$ cat src/rtl/branch_resolution_unit_if.sv
`default_nettype none
// branch_resolution_unit_if -- decode/execute-side bundle of the branch resolution unit.
// Rev 1.0
interface branch_resolution_unit_if #(
    parameter int DEPTH = 4,
    parameter int CNT_W = 32
);
    localparam int QC_W = $clog2(DEPTH) + 1;

    logic              pred_valid;
    logic              pred_taken;
    logic [31:0]       pred_pc;
    logic [31:0]       pred_target;
    logic              res_valid;
    logic              res_taken;
    logic              stall_decode;
    logic              mispredict;
    logic              redirect_valid;
    logic [31:0]       redirect_addr;
    logic              flush;
    logic              update_valid;
    logic [31:0]       update_addr;
    logic              update_taken;
    logic [QC_W-1:0]   queue_count;
    logic [CNT_W-1:0]  branch_count;
    logic [CNT_W-1:0]  mispredict_count;
    logic              res_underflow;

    modport master (
        output pred_valid, pred_taken, pred_pc, pred_target, res_valid, res_taken,
        input  stall_decode, mispredict, redirect_valid, redirect_addr, flush,
               update_valid, update_addr, update_taken, queue_count,
               branch_count, mispredict_count, res_underflow
    );

    modport slave (
        input  pred_valid, pred_taken, pred_pc, pred_target, res_valid, res_taken,
        output stall_decode, mispredict, redirect_valid, redirect_addr, flush,
               update_valid, update_addr, update_taken, queue_count,
               branch_count, mispredict_count, res_underflow
    );
endinterface
`default_nettype wire

$ cat src/rtl/branch_resolution_unit.sv
`default_nettype none
// branch_resolution_unit -- in-order prediction queue resolved against actual outcomes.
// Rev 1.0
module branch_resolution_unit #(
    parameter int DEPTH        = 4,
    parameter int FLUSH_CYCLES = 2,
    parameter int CNT_W        = 32
) (
    input  logic                    clk,
    input  logic                    reset_n,
    branch_resolution_unit_if.slave bus
);
    localparam int PTR_W = $clog2(DEPTH);
    localparam int QC_W  = PTR_W + 1;
    localparam int FC_W  = (FLUSH_CYCLES > 1) ? $clog2(FLUSH_CYCLES) : 1;
    localparam logic [QC_W-1:0] FULL_CNT   = QC_W'(DEPTH);
    localparam logic [FC_W-1:0] FLUSH_LOAD = FC_W'(FLUSH_CYCLES - 1);

    typedef enum logic [0:0] {
        ST_IDLE  = 1'b0,
        ST_FLUSH = 1'b1
    } state_t;

    logic        ent_taken_q [DEPTH];
    logic [31:0] ent_pc_q    [DEPTH];
    logic [31:0] ent_tgt_q   [DEPTH];

    state_t           state_q;
    logic [FC_W-1:0]  flush_cnt_q;
    logic [PTR_W-1:0] wr_ptr_q;
    logic [PTR_W-1:0] rd_ptr_q;
    logic [QC_W-1:0]  count_q;
    logic [QC_W-1:0]  count_d;

    logic             mispredict_q;
    logic             redirect_valid_q;
    logic [31:0]      redirect_addr_q;
    logic             update_valid_q;
    logic [31:0]      update_addr_q;
    logic             update_taken_q;
    logic [CNT_W-1:0] branch_cnt_q;
    logic [CNT_W-1:0] mispredict_cnt_q;
    logic             underflow_q;

    logic        in_flush;
    logic        full;
    logic        empty;
    logic        do_pop;
    logic        do_push;
    logic        mis;
    logic        head_taken;
    logic [31:0] head_pc;
    logic [31:0] head_tgt;

    always_comb begin
        in_flush   = (state_q == ST_FLUSH);
        full       = (count_q == FULL_CNT);
        empty      = (count_q == '0);
        head_taken = ent_taken_q[rd_ptr_q];
        head_pc    = ent_pc_q[rd_ptr_q];
        head_tgt   = ent_tgt_q[rd_ptr_q];
        do_pop     = bus.res_valid && !empty && !in_flush;
        // A pop on the same edge frees the slot, so a full queue still accepts a push.
        do_push    = bus.pred_valid && !in_flush && (!full || do_pop);
        mis        = do_pop && (bus.res_taken != head_taken);
        count_d    = count_q;
        case ({do_push, do_pop})
            2'b10:   count_d = count_q + 1'b1;
            2'b01:   count_d = count_q - 1'b1;
            default: count_d = count_q;
        endcase
    end

    always_ff @(posedge clk) begin
        if (do_push) begin
            ent_taken_q[wr_ptr_q] <= bus.pred_taken;
            ent_pc_q[wr_ptr_q]    <= bus.pred_pc;
            ent_tgt_q[wr_ptr_q]   <= bus.pred_target;
        end
    end

    always_ff @(posedge clk or negedge reset_n) begin
        if (!reset_n) begin
            state_q          <= ST_IDLE;
            flush_cnt_q      <= '0;
            wr_ptr_q         <= '0;
            rd_ptr_q         <= '0;
            count_q          <= '0;
            mispredict_q     <= 1'b0;
            redirect_valid_q <= 1'b0;
            redirect_addr_q  <= '0;
            update_valid_q   <= 1'b0;
            update_addr_q    <= '0;
            update_taken_q   <= 1'b0;
            branch_cnt_q     <= '0;
            mispredict_cnt_q <= '0;
            underflow_q      <= 1'b0;
        end else begin
            mispredict_q     <= 1'b0;
            redirect_valid_q <= 1'b0;
            redirect_addr_q  <= '0;
            update_valid_q   <= 1'b0;
            update_addr_q    <= '0;
            update_taken_q   <= 1'b0;

            if (bus.res_valid && empty && !in_flush) begin
                underflow_q <= 1'b1;
            end

            if (do_pop) begin
                update_valid_q <= 1'b1;
                update_addr_q  <= head_pc;
                update_taken_q <= bus.res_taken;
                mispredict_q   <= mis;
                if (branch_cnt_q != '1) begin
                    branch_cnt_q <= branch_cnt_q + 1'b1;
                end
                if (mis) begin
                    redirect_valid_q <= 1'b1;
                    redirect_addr_q  <= bus.res_taken ? head_tgt : head_pc + 32'd4;
                    if (mispredict_cnt_q != '1) begin
                        mispredict_cnt_q <= mispredict_cnt_q + 1'b1;
                    end
                end
            end

            // Mispredict discards every in-flight entry, including one pushed this edge.
            if (mis) begin
                wr_ptr_q <= '0;
                rd_ptr_q <= '0;
                count_q  <= '0;
            end else begin
                if (do_push) wr_ptr_q <= wr_ptr_q + 1'b1;
                if (do_pop)  rd_ptr_q <= rd_ptr_q + 1'b1;
                count_q <= count_d;
            end

            case (state_q)
                ST_IDLE: begin
                    if (mis) begin
                        state_q     <= ST_FLUSH;
                        flush_cnt_q <= FLUSH_LOAD;
                    end
                end
                ST_FLUSH: begin
                    if (flush_cnt_q == '0) begin
                        state_q <= ST_IDLE;
                    end else begin
                        flush_cnt_q <= flush_cnt_q - 1'b1;
                    end
                end
                default: state_q <= ST_IDLE;
            endcase
        end
    end

    assign bus.stall_decode     = full;
    assign bus.flush            = in_flush;
    assign bus.queue_count      = count_q;
    assign bus.mispredict       = mispredict_q;
    assign bus.redirect_valid   = redirect_valid_q;
    assign bus.redirect_addr    = redirect_addr_q;
    assign bus.update_valid     = update_valid_q;
    assign bus.update_addr      = update_addr_q;
    assign bus.update_taken     = update_taken_q;
    assign bus.branch_count     = branch_cnt_q;
    assign bus.mispredict_count = mispredict_cnt_q;
    assign bus.res_underflow    = underflow_q;
endmodule
`default_nettype wire

$ cat src/flat_wrapper.sv
// flat-port wrapper written by rule: the top's interface ports become plain ports
module branch_resolution_unit_flat 
#(
    parameter int DEPTH        = 4,
    parameter int FLUSH_CYCLES = 2,
    parameter int CNT_W        = 32
)
  (clk, reset_n, bus_pred_valid, bus_pred_taken, bus_pred_pc, bus_pred_target, bus_res_valid, bus_res_taken, bus_stall_decode, bus_mispredict, bus_redirect_valid, bus_redirect_addr, bus_flush, bus_update_valid, bus_update_addr, bus_update_taken, bus_queue_count, bus_branch_count, bus_mispredict_count, bus_res_underflow);
  branch_resolution_unit_if #(.DEPTH(DEPTH), .CNT_W(CNT_W)) bus_i ();
  input  logic clk;
  input  logic reset_n;
  input wire logic [$bits(bus_i.pred_valid)-1:0] bus_pred_valid;
  input wire logic [$bits(bus_i.pred_taken)-1:0] bus_pred_taken;
  input wire logic [$bits(bus_i.pred_pc)-1:0] bus_pred_pc;
  input wire logic [$bits(bus_i.pred_target)-1:0] bus_pred_target;
  input wire logic [$bits(bus_i.res_valid)-1:0] bus_res_valid;
  input wire logic [$bits(bus_i.res_taken)-1:0] bus_res_taken;
  output wire logic [$bits(bus_i.stall_decode)-1:0] bus_stall_decode;
  output wire logic [$bits(bus_i.mispredict)-1:0] bus_mispredict;
  output wire logic [$bits(bus_i.redirect_valid)-1:0] bus_redirect_valid;
  output wire logic [$bits(bus_i.redirect_addr)-1:0] bus_redirect_addr;
  output wire logic [$bits(bus_i.flush)-1:0] bus_flush;
  output wire logic [$bits(bus_i.update_valid)-1:0] bus_update_valid;
  output wire logic [$bits(bus_i.update_addr)-1:0] bus_update_addr;
  output wire logic [$bits(bus_i.update_taken)-1:0] bus_update_taken;
  output wire logic [$bits(bus_i.queue_count)-1:0] bus_queue_count;
  output wire logic [$bits(bus_i.branch_count)-1:0] bus_branch_count;
  output wire logic [$bits(bus_i.mispredict_count)-1:0] bus_mispredict_count;
  output wire logic [$bits(bus_i.res_underflow)-1:0] bus_res_underflow;
  assign bus_i.pred_valid = bus_pred_valid;
  assign bus_i.pred_taken = bus_pred_taken;
  assign bus_i.pred_pc = bus_pred_pc;
  assign bus_i.pred_target = bus_pred_target;
  assign bus_i.res_valid = bus_res_valid;
  assign bus_i.res_taken = bus_res_taken;
  assign bus_stall_decode = bus_i.stall_decode;
  assign bus_mispredict = bus_i.mispredict;
  assign bus_redirect_valid = bus_i.redirect_valid;
  assign bus_redirect_addr = bus_i.redirect_addr;
  assign bus_flush = bus_i.flush;
  assign bus_update_valid = bus_i.update_valid;
  assign bus_update_addr = bus_i.update_addr;
  assign bus_update_taken = bus_i.update_taken;
  assign bus_queue_count = bus_i.queue_count;
  assign bus_branch_count = bus_i.branch_count;
  assign bus_mispredict_count = bus_i.mispredict_count;
  assign bus_res_underflow = bus_i.res_underflow;
  branch_resolution_unit #(.DEPTH(DEPTH), .FLUSH_CYCLES(FLUSH_CYCLES), .CNT_W(CNT_W)) u_core (.clk(clk), .reset_n(reset_n), .bus(bus_i));
endmodule
$ cat config.mk
export PLATFORM = sky130hd
export DESIGN_NAME = branch_resolution_unit_flat
export DESIGN_NICKNAME = d
export VERILOG_FILES = /design/src/rtl/branch_resolution_unit_if.sv /design/src/rtl/branch_resolution_unit.sv /design/src/flat_wrapper.sv
export SDC_FILE = /design/constraint.sdc
export NUM_CORES = 1
export LEC_CHECK = 0
export BUFFER_PORTS_ARGS = -buffer_cell sky130_fd_sc_hd__buf_2
export CAP_MARGIN = 20
export CORE_ASPECT_RATIO = 0.9
export CORE_MARGIN = 3
export CORE_UTILIZATION = 58
export CTS_BUF_LIST = sky130_fd_sc_hd__clkbuf_16
export DETAILED_ROUTE_END_ITERATION = 16
export PLACE_DENSITY = 0.8
export SLEW_MARGIN = 20
export SYNTH_ARGS = -nofsm -noshare
export SYNTH_HDL_FRONTEND = slang
export SYNTH_SLANG_ARGS = --single-unit
$ cat constraint.sdc
create_clock -name clk -period 3.7 [get_ports clk]
set_input_delay 0.185 -clock clk [delete_from_list [all_inputs] [get_ports clk]]
set_output_delay 0.185 -clock clk [all_outputs]
set_load 0.05 [all_outputs]
==> flow_metrics.env, run 1 <==
export IMPL_nets=1331
export IMPL_initial_core_util_pct=60.2
export IMPL_wl_um=36400
export IMPL_fin_worst_skew_ns=0.0251
export IMPL_synth_edf_count=260
export IMPL_cts_buffers=40
export IMPL_power_density_mw_per_mm2=733
export IMPL_ys_seq_area_share_pct=71.0
export IMPL_grt_pass1_wl_um=56100
export IMPL_drt_iter0_drc=785
export IMPL_cp_top_family="simple AND/OR/NAND/NOR gates"
export IMPL_min_period_over_period_pct=79.1
export IMPL_synth_fa_ha_area_share_pct=0.674
export IMPL_hold_buffers=66
export IMPL_avgViaCountPerCell=5.86
export IMPL_p_leak_nw=7.73
export IMPL_critPathBufInv=1
export IMPL_fill_cells=1632
export IMPL_cts_resized=0
export IMPL_ir_drop_mv=0.489
export IMPL_drc_errors=0
export IMPL_core_area_sq_mm=0.0266
export IMPL_synth_top_family_by_area="multiplexers"
export IMPL_cts_sinks=401
export IMPL_clk_insertion_delay_late_ns=0.54
export IMPL_syn_to_final_growth_pct=21.5
export IMPL_synth_seq_cells=401
export IMPL_synthArstFlopShare_pct=35.2
export IMPL_cts_tree="done"
export IMPL_rsz0062_at_grt="false"
export IMPL_critical_path_max_stage_delay_ns=0.67
export IMPL_cts_root_buf="clkbuf_16"
export IMPL_synth_compound_area_share_pct=2.80
export IMPL_relSlewSlack_pct=48.0
export IMPL_io_pins=208
export IMPL_drive_gt1_share_pct=30.1
export IMPL_die_area_sq_mm=0.0296
export IMPL_yosysWarnings=0
export IMPL_critPathArrivalTime_ns=3.30
export IMPL_clk_path_buf_depth=3
export IMPL_hpwl_um=24000
export IMPL_crit_path_max_fanout=18
export IMPL_grt_max_degree=74
export IMPL_critical_path_class="reg2reg"
export IMPL_stdcell_area_sq_mm=0.0194
export IMPL_required_ns=4.07
export IMPL_finalMaxSlewViolations=0
export IMPL_netlist_instances=942
export IMPL_synthXorXnorAreaFrac_pct=5.16
export IMPL_final_cell_mix="edfxtp_1, buf_2, dfrtp_1"
export IMPL_final_min_clock_period_ns=2.93
export IMPL_synth_fp_nets=1020
export IMPL_grt_pass1_vias=9630
export IMPL_portBuffers=207
export IMPL_cap_violations=0
export IMPL_max_freq_ghz=0.342
export IMPL_crit_slowest_cell="dfrtp_2"
export IMPL_final_common_cell="edfxtp_1"
export IMPL_post_cts_buffers=0
export IMPL_post_drt_wl_per_cell_um=22.3
export IMPL_die_h_um=163
export IMPL_hold_viol_final=0
export IMPL_synthSimpleGateAreaFrac_pct=8.83
export IMPL_antenna_found_initial=0
export IMPL_syn_area_sq_mm=0.0160
export IMPL_worst_slew_pin_transition_ns=0.774
export IMPL_setup_worst_path_end_class="flip-flop"
export IMPL_die_w_um=181
export IMPL_synth_ff_type="edfxtp_1"
export IMPL_grt_util_all_layers_pct=24.7
export IMPL_synth_avg_cell_area_sq_um=17.0
export IMPL_tns_ns=0
export IMPL_cts_max_level=2
export IMPL_setup_viol=0
export IMPL_synth_cell_types=59
export IMPL_num_vias=9570
export IMPL_cp_start_kind="flip-flop"
export IMPL_crit_chain="buf_4 -> mux4_1 -> and4_4 -> and4bb_1 -> nand3_1 -> xor2_1 -> a21oi_1"
export IMPL_place_area_sq_mm=0.0175
export IMPL_dr_pass1_iters=5
export IMPL_synth_mux_area_share_pct=9.74
export IMPL_hp_class="in2reg"
export IMPL_status="completed"
export IMPL_ant_nets=0
export IMPL_path_clk_slew_ns=0.06
export IMPL_row_count=56
export IMPL_overflow=0
export IMPL_gp_congestion=0.826
==> final cells by class <==
| cell class | instances | area (sq um) | share of cell area (%) |
|---|---|---|---|
| flip-flops and latches | 401 | 11300 | 58.4 |
| inverters | 20 | 75.1 | 0.387 |
| clock buffers | 40 | 1000 | 5.16 |
| well taps | 348 | 435 | 2.24 |
| multi-input cells | 485 | 4360 | 22.4 |
| clock inverters | 32 | 186 | 0.961 |
| diodes | 1 | 2.50 | 0.0129 |
| repair buffers | 305 | 2010 | 10.3 |
==> metal layers <==
layer | vias to the layer above | global-route usage (%) | share of wire (%)
met5 | - | 0 | 0
met4 | 0 | 6.54 | 2.3
met3 | 63 | 4.77 | 7.7
met2 | 437 | 39.9 | 49
met1 | 4857 | 35.4 | 41
li1 | 4213 | - | -
==> Yosys cell counts, drive strengths merged, types with 2 or more instances <==
master,count,area (sq um)
xor2,31,272
mux2,3,33.8
a21oi,25,129
nor2,43,164
and4,6,55.1
mux4,64,1470
nand2,37,146
nand4,24,163
dfrtp,141,3530
nor3,24,146
and3,13,81.3
a311oi,3,26.3
nor4,9,126
nor3b,2,26.3
o211ai,3,22.5
a2111oi,2,55.1
inv,19,71.3
o21ai,25,125
or3,2,12.5
mux2i,5,50.1
or2,4,27.5
xnor2,61,553
ha,7,87.6
clkbuf,17,63.8
nand3b,2,15.0
nand2b,4,25.0
a211oi,6,45.0
edfxtp,260,7810
a21o,3,22.5
and2,32,200
nand3,38,195
buf,19,155
==> power breakdown <==
group / internal [mW] / switching [mW]
Combinational: 1.46 / 3.02
Clock: 2.04 / 1.63
Sequential: 5.66 / 0.421
==> metrics by stage <==
stage                     total power [mW]  util, %  std cells  setup WS (ns)  hold WS (ns)
after floorplan                       9.22        -        942          0.207        -0.111
after global routing                  14.8     73.1       1631          0.598        0.0946
after CTS                             14.3     73.0       1630          0.766       0.00631
final                                 14.2     73.1       1632          0.775        0.0862
after detailed placement              10.6     66.1       1492          0.767         0.267
after global placement                10.5     66.1       1492          0.750         0.262
==> flip-flops by register name (all words and copies together) (netlist names) <==
register,flops
u_core.rd_ptr_q,2
u_core.bus.res_underflow,1
u_core.bus.update_addr,32
u_core.bus.mispredict_count,32
u_core.ent_pc_q,128
u_core.wr_ptr_q,2
u_core.ent_taken_q,4
u_core.bus.update_taken,1
u_core.flush_cnt_q,1
u_core.bus.mispredict,1
u_core.bus.redirect_addr,32
u_core.bus.queue_count,3
u_core.bus.branch_count,32
u_core.ent_tgt_q,128
u_core.bus.flush,1
u_core.bus.update_valid,1
==> kinds of logic after synthesis <==
| family | Yosys count |
|---|---|
| adder cells (fa/ha/maj) | 8 |
| buffers and inverters | 56 |
| XOR/XNOR | 92 |
| multiplexers | 72 |
| AND/OR/NAND/NOR | 243 |
| AO/OA/AOI/OAI | 70 |
| flip-flops | 401 |
==> final timing paths <==
path | from | to | slack, ns | cells after the start
max in group asynchronous | reset_n | u_core.bus.update_addr[10] | 2.40 | 3
setup / recovery | u_core.rd_ptr_q[1] | u_core.bus.redirect_addr[27] | 0.77 | 7
min in group asynchronous | reset_n | u_core.bus.mispredict_count[15] | 0.26 | 2
hold / removal | bus_res_valid | u_core.bus.res_underflow | 0.09 | 3
setup reg to reg | u_core.rd_ptr_q[1] | u_core.bus.redirect_addr[27] | 0.77 | 7
hold reg to reg | u_core.bus.res_underflow | u_core.bus.res_underflow | 0.47 | 1
==> worst register-to-register path, delay by kind of cell, from the launching register on <==
family	cells	cell delay, ns
multiplexers	1	0.36
XOR/XNOR	1	0.24
AND/OR/NAND/NOR	3	0.95
AO/OA/AOI/OAI	1	0.13
buffers and inverters	1	0.42
flip-flops	1	0.67
Note: power is estimated with default switching activity, not from simulation.
==> run 2: changes to the inputs <==
--- a/config.mk
+++ b/config.mk
@@ -5,14 +5,15 @@
 export SDC_FILE = /design/constraint.sdc
 export NUM_CORES = 1
 export LEC_CHECK = 0
+export ABC_AREA = 1
 export BUFFER_PORTS_ARGS = -buffer_cell sky130_fd_sc_hd__buf_2
 export CAP_MARGIN = 20
 export CORE_ASPECT_RATIO = 0.9
 export CORE_MARGIN = 3
-export CORE_UTILIZATION = 58
+export CORE_UTILIZATION = 53
 export CTS_BUF_LIST = sky130_fd_sc_hd__clkbuf_16
 export DETAILED_ROUTE_END_ITERATION = 16
-export PLACE_DENSITY = 0.8
+export PLACE_DENSITY = 0.76
 export SLEW_MARGIN = 20
 export SYNTH_ARGS = -nofsm -noshare
 export SYNTH_HDL_FRONTEND = slang
==> constraint.sdc (replaced) <==
create_clock -name clk -period 2.4 [get_ports clk]
set_input_delay 0.12 -clock clk [delete_from_list [all_inputs] [get_ports clk]]
set_output_delay 0.12 -clock clk [all_outputs]
set_load 0.05 [all_outputs]
==> flow_metrics.env, run 2 <==
export IMPL_fill_cells=2407
export IMPL_die_h_um=178
export IMPL_drc_errors=0
export IMPL_die_area_sq_mm=0.0353
export IMPL_finalMaxSlewViolations=0
export IMPL_synth_area_leaders="edfxtp_1, dfrtp_1, nand2_1"
export IMPL_crit_chain="buf_6 -> o21ai_2 -> nand2_1 -> inv_2 -> ha_4 -> inv_2 -> nor2_4 -> nand2_2 -> nor2_4 -> nand2_2 -> o21ai_2 -> nand3_1 -> nand2_1 -> inv_1"
export IMPL_cts_max_level=2
export IMPL_power_density_mw_per_mm2=1250
export IMPL_clk_insertion_delay_late_ns=0.55
export IMPL_cts_tree="done"
export IMPL_synth_cell_types=48
export IMPL_relSlewSlack_pct=52.4
export IMPL_antenna_found_initial=1
export IMPL_cts_buffers=40
export IMPL_avgViaCountPerCell=5.47
export IMPL_ys_seq_area_share_pct=64.7
export IMPL_required_ns=2.84
export IMPL_cts_root_buf="clkbuf_16"
export IMPL_grt_pass1_wl_um=71500
export IMPL_synth_fp_nets=1790
export IMPL_clk_path_buf_depth=3
export IMPL_hpwl_um=30100
export IMPL_die_w_um=198
export IMPL_critical_path_class="reg2reg"
export IMPL_fin_worst_skew_ns=0.0175
export IMPL_multi_input_area_sq_mm=0.00553
export IMPL_core_area_sq_mm=0.0323
export IMPL_gp_congestion=0.938
export IMPL_fin_ws_ns=0.102
export IMPL_path_clk_slew_ns=0.06
export IMPL_setup_viol=0
export IMPL_worst_slew_pin_transition_ns=0.714
export IMPL_cts_sinks=401
export IMPL_critPathArrivalTime_ns=2.74
export IMPL_drive_gt1_share_pct=21.0
export IMPL_max_freq_ghz=0.435
export IMPL_grt_max_degree=71
export IMPL_num_vias=13600
export IMPL_initial_core_util_pct=54.3
export IMPL_nets=2120
export IMPL_largestRegisters="u_core.ent_pc_q (128), u_core.ent_tgt_q (128)"
export IMPL_ys_top_cells_by_count="nand2_1, edfxtp_1, nor2_1"
export IMPL_status="completed"
export IMPL_synth_ff_type="edfxtp_1"
export IMPL_dr_pass1_iters=6
export IMPL_cp_top_family="simple AND/OR/NAND/NOR gates"
export IMPL_final_cell_mix="nand2_1, edfxtp_1, buf_2"
export IMPL_critical_path_max_stage_delay_ns=0.57
export IMPL_grt_pass1_vias=13100
export IMPL_setup_worst_path_end_class="flip-flop"
export IMPL_dp_cells=2333
export IMPL_synth_top_area_share_pct=44.6
export IMPL_cp_start_kind="flip-flop"
export IMPL_row_count=62
export IMPL_synth_top_area_cell="edfxtp_1"
export IMPL_crit_slowest_cell="dfrtp_4"
export IMPL_final_min_clock_period_ns=2.30
export IMPL_wl_um=46800
export IMPL_cap_violations=0
export IMPL_layoutNonFillerInstCount=2490
export IMPL_tns_ns=0
export IMPL_seq_area_sq_mm=0.0113
export IMPL_io_pins=208
export IMPL_place_area_sq_mm=0.0193
export IMPL_n_antenna_cell=0
export IMPL_hp_class="in2reg"
export IMPL_drt_iter0_drc=1093
export IMPL_syn_to_final_growth_pct=23.8
export IMPL_grt_util_all_layers_pct=26.0
export IMPL_post_drt_wl_per_cell_um=18.8
export IMPL_crit_path_max_fanout=8
export IMPL_dpl_worst_slack_ns=-0.0318
export IMPL_syn_area_sq_mm=0.0175
export IMPL_synth_edf_count=260
export IMPL_critPathBufInv=4
export IMPL_finalPower_mw=27.0
export IMPL_synth_most_common_cell="nand2_1"
export IMPL_ant_nets=0
export IMPL_hold_viol_final=0
export IMPL_rsz0062_at_grt="true"
export IMPL_min_period_over_period_pct=95.7
export IMPL_final_common_cell="nand2_1"
export IMPL_portBuffers=207
export IMPL_overflow=0
export IMPL_p_leak_nw=9.63
export IMPL_synth_avg_cell_area_sq_um=10.2
export IMPL_netlist_instances=1712
export IMPL_synthArstFlopShare_pct=35.2
export IMPL_yosysWarnings=0
export IMPL_stdcell_area_sq_mm=0.0217
export IMPL_ir_drop_mv=0.928
export IMPL_synth_seq_cells=401
-- run 2: logic make-up after synthesis --
family,after synthesis,share of synthesized area [%]
and+or+nand+nor,915,21.6
DFF,401,64.7
AOI/OAI and AO/OA,143,4.97
buffers and inverters,177,4.65
xor gates and xnor gates,68,3.40
adders and majority gates,8,0.614
-- run 2: final timing paths --
| path | from | endpoint | slack, ns | cells past startpoint |
|---|---|---|---|---|
| max in group asynchronous | reset_n | u_core.bus.redirect_addr[15] | 1.40 | 3 |
| min in group asynchronous | reset_n | u_core.bus.branch_count[3] | 0.17 | 2 |
| setup reg to reg | u_core.rd_ptr_q[0] | u_core.bus.redirect_addr[20] | 0.10 | 14 |
| hold reg to reg | u_core.bus.branch_count[22] | u_core.bus.branch_count[22] | 0.50 | 1 |
| hold / removal | bus_pred_valid | u_core.bus.queue_count[0] | 0.1 | 5 |
| setup / recovery | u_core.rd_ptr_q[0] | u_core.bus.redirect_addr[20] | 0.10 | 14 |
-- run 2: layout make-up --
type | instances | share of cell area (%)
Timing Repair Buffer | 355 | 11.8
Inverter | 110 | 1.96
Clock buffer | 40 | 4.62
Multi-Input combinational cell | 1134 | 25.5
Tap cell | 416 | 2.40
Sequential cell | 401 | 52.3
Clock inverter | 34 | 1.44
-- run 2: per-stage QoR --
step / hold slack, ns / util [%]
after global routing: 0.142 / 67.2
after CTS: 0.0610 / 66.2
after floorplan: -0.176 / -
after global placement: 0.184 / 60.0
final: 0.0984 / 67.2
after detailed placement: 0.183 / 60.0
-- run 2: report_power, final --
part	internal, mW	switching [mW]	total (mW)
Clock	3.61	2.63	6.24
Combinational	3.35	8.05	11.4
Sequential	8.78	0.595	9.38
Total	15.7	11.3	27.0
-- run 2: timing repair --
action	CTS	global route
setup buffers	3	9
pin swaps	1	18
endpoints found under the setup margin	4	33
gates resized for setup	1	51
cloned	0	3
hold buffers	68	0
hold endpoints to repair	330	0
-- run 2: worst min-delay path: stages --
cell and delay, ns:
buf_2 0.09, inv_1 0.07, nand2_1 0.10, nand2_1 0.14, a21oi_1 0.08
-- run 2: routing by layer --
layer  wire length (um)  GRT usage [%]  vias to the layer above
met4               1170           7.69                        2
met5                  7              0                        -
met2              22700           43.6                      649
met1              19100           35.5                     6549
li1                   -              -                     6347
met3               3860           4.40                       80
